[src/rtl/mem_arbiter.sv]
// ============================================================================
// mem_arbiter: shares one data-memory port between the CPU and the display
// scanner, with bounded scanner wait and a CPU lock. Rev 1.0
// ============================================================================
`default_nettype none

module mem_arbiter #(
  parameter int DW       = 40,
  parameter int AW       = 4,
  parameter int MAX_WAIT = 3
) (
  input  logic          clk,
  input  logic          rst,
  input  logic          cpu_req,
  input  logic          cpu_we,
  input  logic          cpu_lock,
  input  logic [AW-1:0] cpu_addr,
  input  logic [DW-1:0] cpu_wdata,
  output logic          cpu_gnt,
  output logic          cpu_rvalid,
  output logic [DW-1:0] cpu_rdata,
  input  logic          scan_req,
  input  logic [AW-1:0] scan_addr,
  output logic          scan_gnt,
  output logic          scan_rvalid,
  output logic [DW-1:0] scan_rdata,
  output logic [AW-1:0] mem_addr,
  output logic [DW-1:0] mem_wdata,
  output logic          mem_we,
  input  logic [DW-1:0] mem_rdata
);

  localparam logic [0:0] S_IDLE   = 1'b0;
  localparam logic [0:0] S_LOCKED = 1'b1;
  localparam logic [3:0] c_max_wait = 4'(MAX_WAIT);

  logic [0:0] r_state;
  logic [0:0] w_state_nxt;
  logic [3:0] r_wait_cnt;

  // State register
  always_ff @(posedge clk) begin
    if (rst) r_state <= S_IDLE;
    else     r_state <= w_state_nxt;
  end

  // Next state: lock release takes effect at the edge, so the release cycle
  // itself is still arbitrated under LOCKED rules.
  always_comb begin
    w_state_nxt = r_state;
    case (r_state)
      S_IDLE:   if (cpu_gnt && cpu_lock) w_state_nxt = S_LOCKED;
      S_LOCKED: if (!cpu_lock)           w_state_nxt = S_IDLE;
      default:  w_state_nxt = S_IDLE;
    endcase
  end

  // Grant decision
  always_comb begin
    cpu_gnt  = 1'b0;
    scan_gnt = 1'b0;
    case (r_state)
      S_LOCKED: cpu_gnt = cpu_req;
      default: begin
        if (scan_req && (r_wait_cnt == c_max_wait)) scan_gnt = 1'b1;
        else if (cpu_req)                           cpu_gnt  = 1'b1;
        else if (scan_req)                          scan_gnt = 1'b1;
      end
    endcase
  end

  assign mem_addr  = scan_gnt ? scan_addr : cpu_addr;
  assign mem_wdata = cpu_wdata;
  assign mem_we    = cpu_gnt & cpu_we;

  // Scanner starvation counter keeps counting while the CPU holds the lock.
  always_ff @(posedge clk) begin
    if (rst || scan_gnt || !scan_req) r_wait_cnt <= 4'd0;
    else if (r_wait_cnt != c_max_wait) r_wait_cnt <= r_wait_cnt + 4'd1;
  end

  always_ff @(posedge clk) begin
    if (rst) begin
      cpu_rvalid  <= 1'b0;
      cpu_rdata   <= '0;
      scan_rvalid <= 1'b0;
      scan_rdata  <= '0;
    end else begin
      cpu_rvalid  <= cpu_gnt & ~cpu_we;
      scan_rvalid <= scan_gnt;
      if (cpu_gnt && !cpu_we) cpu_rdata  <= mem_rdata;
      if (scan_gnt)           scan_rdata <= mem_rdata;
    end
  end

endmodule

`default_nettype wire

[config.mk]
export PLATFORM = sky130hd
export DESIGN_NAME = mem_arbiter
export DESIGN_NICKNAME = d
export VERILOG_FILES = /design/src/rtl/mem_arbiter.sv
export SDC_FILE = /design/constraint.sdc
export NUM_CORES = 1
export LEC_CHECK = 0
export CAP_MARGIN = 5
export CORE_MARGIN = 1
export CORE_UTILIZATION = 40
export CTS_CLUSTER_SIZE = 40
export DETAILED_ROUTE_END_ITERATION = 8
export PLACE_DENSITY = 0.84
export SLEW_MARGIN = 10
export SYNTH_ARGS = -nofsm -noshare
export SYNTH_HDL_FRONTEND = slang
export SYNTH_SLANG_ARGS = --single-unit
export TNS_END_PERCENT = 10
[constraint.sdc]
create_clock -name clk -period 5.1 [get_ports clk]
set_clock_uncertainty 0.15 [all_clocks]
set_input_delay 1.02 -clock clk [delete_from_list [all_inputs] [get_ports clk]]
set_output_delay 1.02 -clock clk [all_outputs]
set_load 0.01 [all_outputs]
Word-level counts from Yosys, hierarchy flattened
Index checks and enable logic that the tools add are counted.
{ "totals": {"regBits": 87, "in_bits": 94, "out_inout_bits": 129, "elab_cells": 31} }
{ "op_classes": {"addsub": 1, "n_eq_ne": 2, "n_mux": 11, "n_bitwise": 4, "reduce_logical": 7} }
{ "op_table": {"columns": ["operator", "n"], "rows": [
  ["1-bit 2-to-1 mux", 9],
  ["4-bit by 1-bit adder with 4-bit output, second input constant", 1],
  ["4-bit by 2-bit equality test with 1-bit output, second input constant", 1],
  ["4-bit 2-to-1 mux", 1],
  ["4-bit by 2-bit inequality test with 1-bit output, second input constant", 1],
  ["1-bit logical AND", 3],
  ["1-bit AND", 2],
  ["1-bit logical NOT", 2],
  ["1-bit logical OR", 2],
  ["1-bit inverter", 2],
  ["1-bit case mux with 2 select lines", 1]
]} }

Depth between registers and ports, before layout
Gate-level depths: netlist of the first run.
{ "logic_depth": {"word_depth": 7, "ltp_mapped": 6} }

Least setup slack after synthesis of the first run
No wires, ideal clock.
{ "synth_path": {"path_kind": "input port to output port", "startpoint": "input port cpu_req", "endpoint": "output port mem_addr[0]", "arrival_time_ps": 1845, "required_ps": 3930, "setup_slack_ps": 2085, "cell_stages": 4, "cell_sequence": "inv_1 -> o21ai_4 -> buf_6 -> mux2_4"} }
{ "synth_between": {"elab_chain_cells": 4} }
{ "synth_lines": {"columns": ["element", "line_no", "rtl"], "rows": [
  ["from (decl)", "14", "input logic cpu_req,"],
  ["1-bit 2-to-1 mux", "66", "else if (cpu_req) cpu_gnt = 1'b1;"],
  ["1-bit 2-to-1 mux", "65", "if (scan_req && (r_wait_cnt == c_max_wait)) scan_gnt = 1'b1;"],
  ["1-bit 2-to-1 mux", "62", "case (r_state)"],
  ["4-bit 2-to-1 mux", "72", "assign mem_addr = scan_gnt ? scan_addr : cpu_addr;"],
  ["to (decl)", "27", "output logic [AW-1:0] mem_addr,"]
]} }
Every way passes these cells.

Final worst setup path of the first run
{ "layout_path": {"startpoint": "input port cpu_req", "endpoint": "output port scan_gnt"} }
{ "layout_between": {"elab_chain_cells": 3} }
{ "layout_lines": {"columns": ["element", "line_no", "rtl"], "rows": [
  ["1-bit 2-to-1 mux", "66", null],
  ["1-bit 2-to-1 mux", "65", null],
  ["1-bit 2-to-1 mux", "62", null],
  ["to (decl)", "24", "output logic scan_gnt,"]
]} }
Every way passes these cells.

==> results.sh, run 1 <==
export IMPL_status="finished, violations left"
export IMPL_violations="DRC"
export IMPL_fillCellCount=763
export IMPL_synth_seq_cells=87
export IMPL_vias=2810
export IMPL_crit_required_ps=3930
export IMPL_start_util_pct=41.9
export IMPL_cts_root_buf="clkbuf_8"
export IMPL_async_flop_share_pct=0
export IMPL_rsz0062_at_grt="false"
export IMPL_setup_tns_ps=0
export IMPL_clk_latency_ps=340
export IMPL_cts_tree="done"
export IMPL_post_dp_hpwl_um=6070
export IMPL_drtPass1Iterations=9
export IMPL_die_area_um2=9650
export IMPL_ys_seq_area_share_pct=47.0
export IMPL_crit_slowest_cell="o21ai_4"
export IMPL_post_route_period_util_pct=86.5
export IMPL_htreeDepth=3
export IMPL_layout_commonest_cell="clkdlybuf4s50_1"
export IMPL_syn_area_um2=3700
export IMPL_rr_endpoint="scan_rdata[32]"
export IMPL_endpoint_kind="output pin"
export IMPL_grt_overflow=0
export IMPL_worstMarginPinSlew_ps=1140
export IMPL_grt_busiest_layer="met2"
export IMPL_final_cell_mix="142 x clkdlybuf4s50_1, 121 x nand2_1, 87 x dfxtp_1"
export IMPL_hold_viol_final=0
export IMPL_use_met3_pct=5.23
export IMPL_cp_common_cell="clkdlybuf4s50_1"
export IMPL_drive_above_1_share_pct=5.67
export IMPL_p_total_mw=1.45
export IMPL_maxSlewHeadroom_pct=23.9
export IMPL_cts_setup_buffers=0
export IMPL_grt_use_met2_pct=30.6
export IMPL_clkSinkCount=87
export IMPL_synthFlopType="dfxtp_1"
export IMPL_syn_inst=379
export IMPL_dieWidth_um=98.2
export IMPL_clock_fmax_ghz=0.227
export IMPL_syn_to_final_growth_pct=35.8
export IMPL_ctsResizeCount=0
export IMPL_power_density_nw_per_um2=288
export IMPL_avgSynthCellArea_um2=9.77
export IMPL_die_h_um=98.2
export IMPL_fin_nets=567
export IMPL_p_comb_share_pct=16.0
export IMPL_path_cells="clkdlybuf4s50_1 > inv_1 > o21ai_4 > inv_4 > clkdlybuf4s50_1"
export IMPL_synth_nets=474
export IMPL_wl_per_cell_um=14.3
export IMPL_grt_pass1_wl_um=13300
export IMPL_gp_congestion=0.708
export IMPL_worstSetupPathType="input port to output pin"
export IMPL_cpPeakStageDelay_ps=670
export IMPL_grt_max_degree=65
export IMPL_ios=223
export IMPL_path_buf_inv=4
export IMPL_critPathMaxFanout=28
export IMPL_min_period_ps=4410
export IMPL_use_met1_pct=18.4
export IMPL_multi_input_area_um2=1500
export IMPL_viasPerCell=4.81
export IMPL_antennaDiodeCount=0
export IMPL_ir_worst_vdd_mv=0.136
export IMPL_drv_slew=0
export IMPL_start_kind="input port"
export IMPL_synthDistinctLibCells=30
export IMPL_max_cap_violations=0
export IMPL_p_sw_uw=351
export IMPL_hold_buffers=0
export IMPL_drt_iter0_drc=74
export IMPL_internal_power_mw=1.10
export IMPL_cts_buffers=9
export IMPL_hold_ws_ps=310
export IMPL_rrSetupSlack_ps=2780
export IMPL_crit_arrival_ps=3240
export IMPL_crit_family="buffers and inverters"
export IMPL_hold_class="flip-flop to flip-flop"
export IMPL_clkPwrFrac_pct=33.6
export IMPL_cp_startpoint="cpu_req"
export IMPL_core_um2=8850
export IMPL_crit_end="scan_gnt"
export IMPL_pwr_share_seq_pct=50.4
export IMPL_power_leakage_nw=2.09
export IMPL_antenna_found_initial=0
export IMPL_grt_usage_pct=17.2
export IMPL_reg2reg_from="r_wait_cnt[0]"
export IMPL_swShare_pct=24.2
export IMPL_cts_clk_slew_worst_paths_ps=80
export IMPL_drc=16
export IMPL_synth_edf_count=0
export IMPL_crit_cells=5
export IMPL_ys_warnings_count=0
export IMPL_r2r_cells=5
export IMPL_rows=34
export IMPL_routed_wl_um=8380
export IMPL_portBuffers=142
export IMPL_setup_viol=0
export IMPL_ant_nets=0
export IMPL_seqCellArea_um2=1740
export IMPL_grt_pass1_vias=2822
export IMPL_clockBufferDepth=2
[how the worst min path moves through the flow]
stage	endpoint	start	cells past startpoint
global route	scan_rdata[36]	scan_rdata[36]	2
finish	cpu_rdata[39]	cpu_rdata[39]	2
global placement	cpu_rdata[11]	cpu_rdata[11]	2
detailed placement	scan_rdata[24]	scan_rdata[24]	2
floorplan	r_state	r_state	1
CTS	cpu_rdata[39]	cpu_rdata[39]	2
[layout make-up]
cell class | count | share of cell area (%)
Sequential cell | 87 | 34.6
Multi-Input combinational cell | 227 | 29.7
Inverter | 3 | 0.299
Clock buffer | 11 | 3.01
Timing Repair Buffer | 144 | 28.6
Tap cell | 108 | 2.69
Clock inverter | 4 | 1.09
[metrics by stage]
stage	area (um^2)	setup slack, ps	util (%)	cells
detailed placement	4820	682	54.5	569
floorplan	3700	2090	-	379
finish	5030	688	56.8	584
global placement	4820	687	54.5	569
CTS	5030	675	56.8	584
global route	5030	583	56.8	584
[synth_stat cells, types with 2 or more instances]
master / instances / share of area [%]
a21oi_1: 2 / 0.27
mux2_2: 2 / 0.61
buf_6: 5 / 1.5
mux2_4: 2 / 0.81
nor2_1: 2 / 0.20
nand2_1: 121 / 12
nor3_1: 3 / 0.41
clkbuf_1: 13 / 1.3
mux2i_1: 81 / 22
buf_4: 40 / 8.1
buf_8: 2 / 0.81
dfxtp_1: 87 / 47
xor2_1: 2 / 0.47
[per-layer routing]
layer / vias to the layer above / share of wire, %
met5: - / 0
met4: 0 / 2.1
li1: 1380 / -
met1: 1290 / 40
met3: 31 / 7.8
met2: 109 / 50
[flip-flops by register name (all words and copies together), names as in the netlist]
register,count
r_state,1
cpu_rdata,40
cpu_rvalid,1
r_wait_cnt,4
scan_rdata,40
scan_rvalid,1
[power groups by stage]
stage          registers [mW]  logic [mW]  clock network, mW
6_report                0.731       0.232              0.488
3_3_place_gp            0.746       0.229                  0
5_1_grt                 0.735       0.249              0.536
2_1_floorplan           0.761       0.125                  0
4_1_cts                 0.731       0.234              0.507
3_5_place_dp            0.747       0.233                  0
[cells by family after synthesis]
logic type | Yosys count | share of synthesized area [%]
AO/OA/AOI/OAI | 7 | 1.79
XOR/XNOR | 2 | 0.473
adder cells (fa/ha/maj) | 1 | 0.338
buffers and inverters | 65 | 12.8
flip-flops | 87 | 47.0
multiplexers | 85 | 23.3
AND/OR/NAND/NOR | 132 | 14.3
[worst reg2reg max path: stages (launching register included)]
cell and delay, ps:
dfxtp_1 390, ha_1 210, nor3b_4 470, o21ai_4 310
inv_4 440, mux2i_1 260
No activity file was read; power rests on OpenSTA's default activity.
==> run 2: changes to the inputs <==
--- a/config.mk
+++ b/config.mk
@@ -6,11 +6,12 @@
 export NUM_CORES = 1
 export LEC_CHECK = 0
 export CAP_MARGIN = 5
-export CORE_MARGIN = 1
+export CORE_MARGIN = 1.5
 export CORE_UTILIZATION = 40
 export CTS_CLUSTER_SIZE = 40
 export DETAILED_ROUTE_END_ITERATION = 8
 export PLACE_DENSITY = 0.84
+export REMOVE_ABC_BUFFERS = 1
 export SLEW_MARGIN = 10
 export SYNTH_ARGS = -nofsm -noshare
 export SYNTH_HDL_FRONTEND = slang
==> run 2 against run 1 <==
Against the previous run: largest cell class unchanged; die area up 2.0%; highest routed layer is now met5; worst hold slack is essentially flat; non-clock buffer count unchanged; sequential power barely moved; power down 1.8%; the flow now finishes without violations; critical endpoint unchanged; combinational power barely moved.
==> results.sh, run 2 (synthesized netlist as in run 1, its figures left out) <==
export IMPL_status="finished clean"
export IMPL_ios=223
export IMPL_routed_wl_um=9800
export IMPL_rows=34
export IMPL_grt_usage_pct=19.4
export IMPL_max_cap_violations=0
export IMPL_dieWidth_um=99.2
export IMPL_rsz0062_at_grt="false"
export IMPL_hold_buffers=0
export IMPL_wl_per_cell_um=16.8
export IMPL_crit_required_ps=3930
export IMPL_use_met3_pct=14.1
export IMPL_drive_above_1_share_pct=5.45
export IMPL_clk_latency_ps=340
export IMPL_worstMarginPinSlew_ps=1170
export IMPL_worstSetupPathType="input port to output pin"
export IMPL_fin_nets=567
export IMPL_grt_busiest_layer="met2"
export IMPL_r2r_cells=4
export IMPL_p_sw_uw=351
export IMPL_pwr_share_seq_pct=51.3
export IMPL_whs_endpoint="scan_rdata[29]"
export IMPL_drtPass1Iterations=4
export IMPL_power_leakage_nw=2.07
export IMPL_post_route_period_util_pct=85.1
export IMPL_crit_arrival_ps=3170
export IMPL_critPathMaxFanout=28
export IMPL_setup_viol=0
export IMPL_cts_buffers=9
export IMPL_swShare_pct=24.6
export IMPL_clkPwrFrac_pct=32.4
export IMPL_reg2reg_from="r_wait_cnt[0]"
export IMPL_power_density_nw_per_um2=284
export IMPL_hold_class="flip-flop to flip-flop"
export IMPL_grt_max_degree=70
export IMPL_rr_endpoint="cpu_rdata[2]"
export IMPL_die_h_um=99.2
export IMPL_antennaDiodeCount=0
export IMPL_clockBufferDepth=2
export IMPL_vias=2880
export IMPL_drt_iter0_drc=37
export IMPL_dp_cells=569
export IMPL_setup_tns_ps=0
export IMPL_ir_worst_vdd_mv=0.163
export IMPL_grt_use_met2_pct=27.8
export IMPL_endpoint_kind="output pin"
export IMPL_cts_tree="done"
export IMPL_grt_overflow=0
export IMPL_p_comb_share_pct=16.3
export IMPL_gp_congestion=0.748
export IMPL_core_um2=8850
export IMPL_clock_fmax_ghz=0.230
export IMPL_min_period_ps=4340
export IMPL_hold_depth=2
export IMPL_stdcell_count=585
export IMPL_layout_commonest_cell="clkdlybuf4s50_1"
export IMPL_cts_root_buf="clkbuf_8"
export IMPL_start_util_pct=41.9
export IMPL_internal_power_mw=1.07
export IMPL_syn_to_final_growth_pct=35.4
export IMPL_antenna_found_initial=0
export IMPL_use_met1_pct=22.1
export IMPL_portBuffers=142
export IMPL_ant_nets=0
export IMPL_die_area_um2=9850
export IMPL_hp_start="scan_rdata[29]"
export IMPL_htreeDepth=3
export IMPL_cts_clk_slew_worst_paths_ps=80
export IMPL_maxSlewHeadroom_pct=21.8
export IMPL_grt_pass1_wl_um=14600
export IMPL_viasPerCell=4.92
export IMPL_start_kind="input port"
export IMPL_drc=0
export IMPL_ctsResizeCount=0
export IMPL_clkSinkCount=87
export IMPL_rrSetupSlack_ps=2840
export IMPL_top_regs="cpu_rdata (40), scan_rdata (40), r_wait_cnt (4)"
export IMPL_cts_setup_buffers=0
export IMPL_grt_pass1_vias=2919
export IMPL_post_dp_hpwl_um=7210
export IMPL_hold_viol_final=0
export IMPL_drv_slew=0
export IMPL_final_cell_mix="142 x clkdlybuf4s50_1, 121 x nand2_1, 87 x dfxtp_1"
## run 2: cell types whose count changed in the layout (fill, tap and decap cells not counted), sizes merged
| cell | change |
|---|---|
| clkinvlp | +1 |
## run 2: stage by stage
stage / utilization, % / setup slack (ps) / power, mW / cell area, um^2 / hold slack [ps]
6_report: 56.7 / 761 / 1.42 / 5010 / 310
4_1_cts: 56.7 / 719 / 1.44 / 5010 / 314
3_3_place_gp: 54.5 / 757 / 0.974 / 4820 / 292
5_1_grt: 56.7 / 632 / 1.50 / 5010 / 335
3_5_place_dp: 54.5 / 752 / 0.981 / 4820 / 303
2_1_floorplan: - / 1490 / 0.844 / 3240 / 315
## run 2: per-layer routing
metal	part of all wire [%]	vias up
met3	15	14
met1	41	1313
li1	-	1377
met2	42	174
met5	0.40	-
met4	1.4	2
## run 2: layout make-up
type | count | area, um^2
Clock buffer | 11 | 131
Inverter | 3 | 15.0
Fill cell | 767 | 3830
Tap cell | 108 | 135
Multi-Input combinational cell | 227 | 1500
Sequential cell | 87 | 1740
Clock inverter | 5 | 58.8
Timing Repair Buffer | 144 | 1440
## run 2: worst max-delay path, stage by stage
cell             delay (ps)
clkdlybuf4s50_1         460
inv_1                   120
o21ai_4                 610
inv_4                   360
clkdlybuf4s50_1         590
## run 2: how the worst max path moves through the flow
stage / slack (ps) / endpoint / depth (start not counted) / start
CTS: 720 / scan_gnt / 5 / cpu_req
floorplan: 1490 / r_wait_cnt[2] / 3 / rst
global placement: 760 / scan_gnt / 5 / cpu_req
finish: 760 / scan_gnt / 5 / cpu_req
global route: 630 / scan_gnt / 5 / cpu_req
detailed placement: 750 / scan_gnt / 5 / cpu_req
## run 2: power by group through the flow
stage	Combinational, mW	Sequential (mW)	Clock (mW)
finish	0.232	0.731	0.461
global route	0.249	0.736	0.511
CTS	0.235	0.732	0.477
detailed placement	0.233	0.747	0
global placement	0.229	0.745	0
floorplan	0.0830	0.761	0
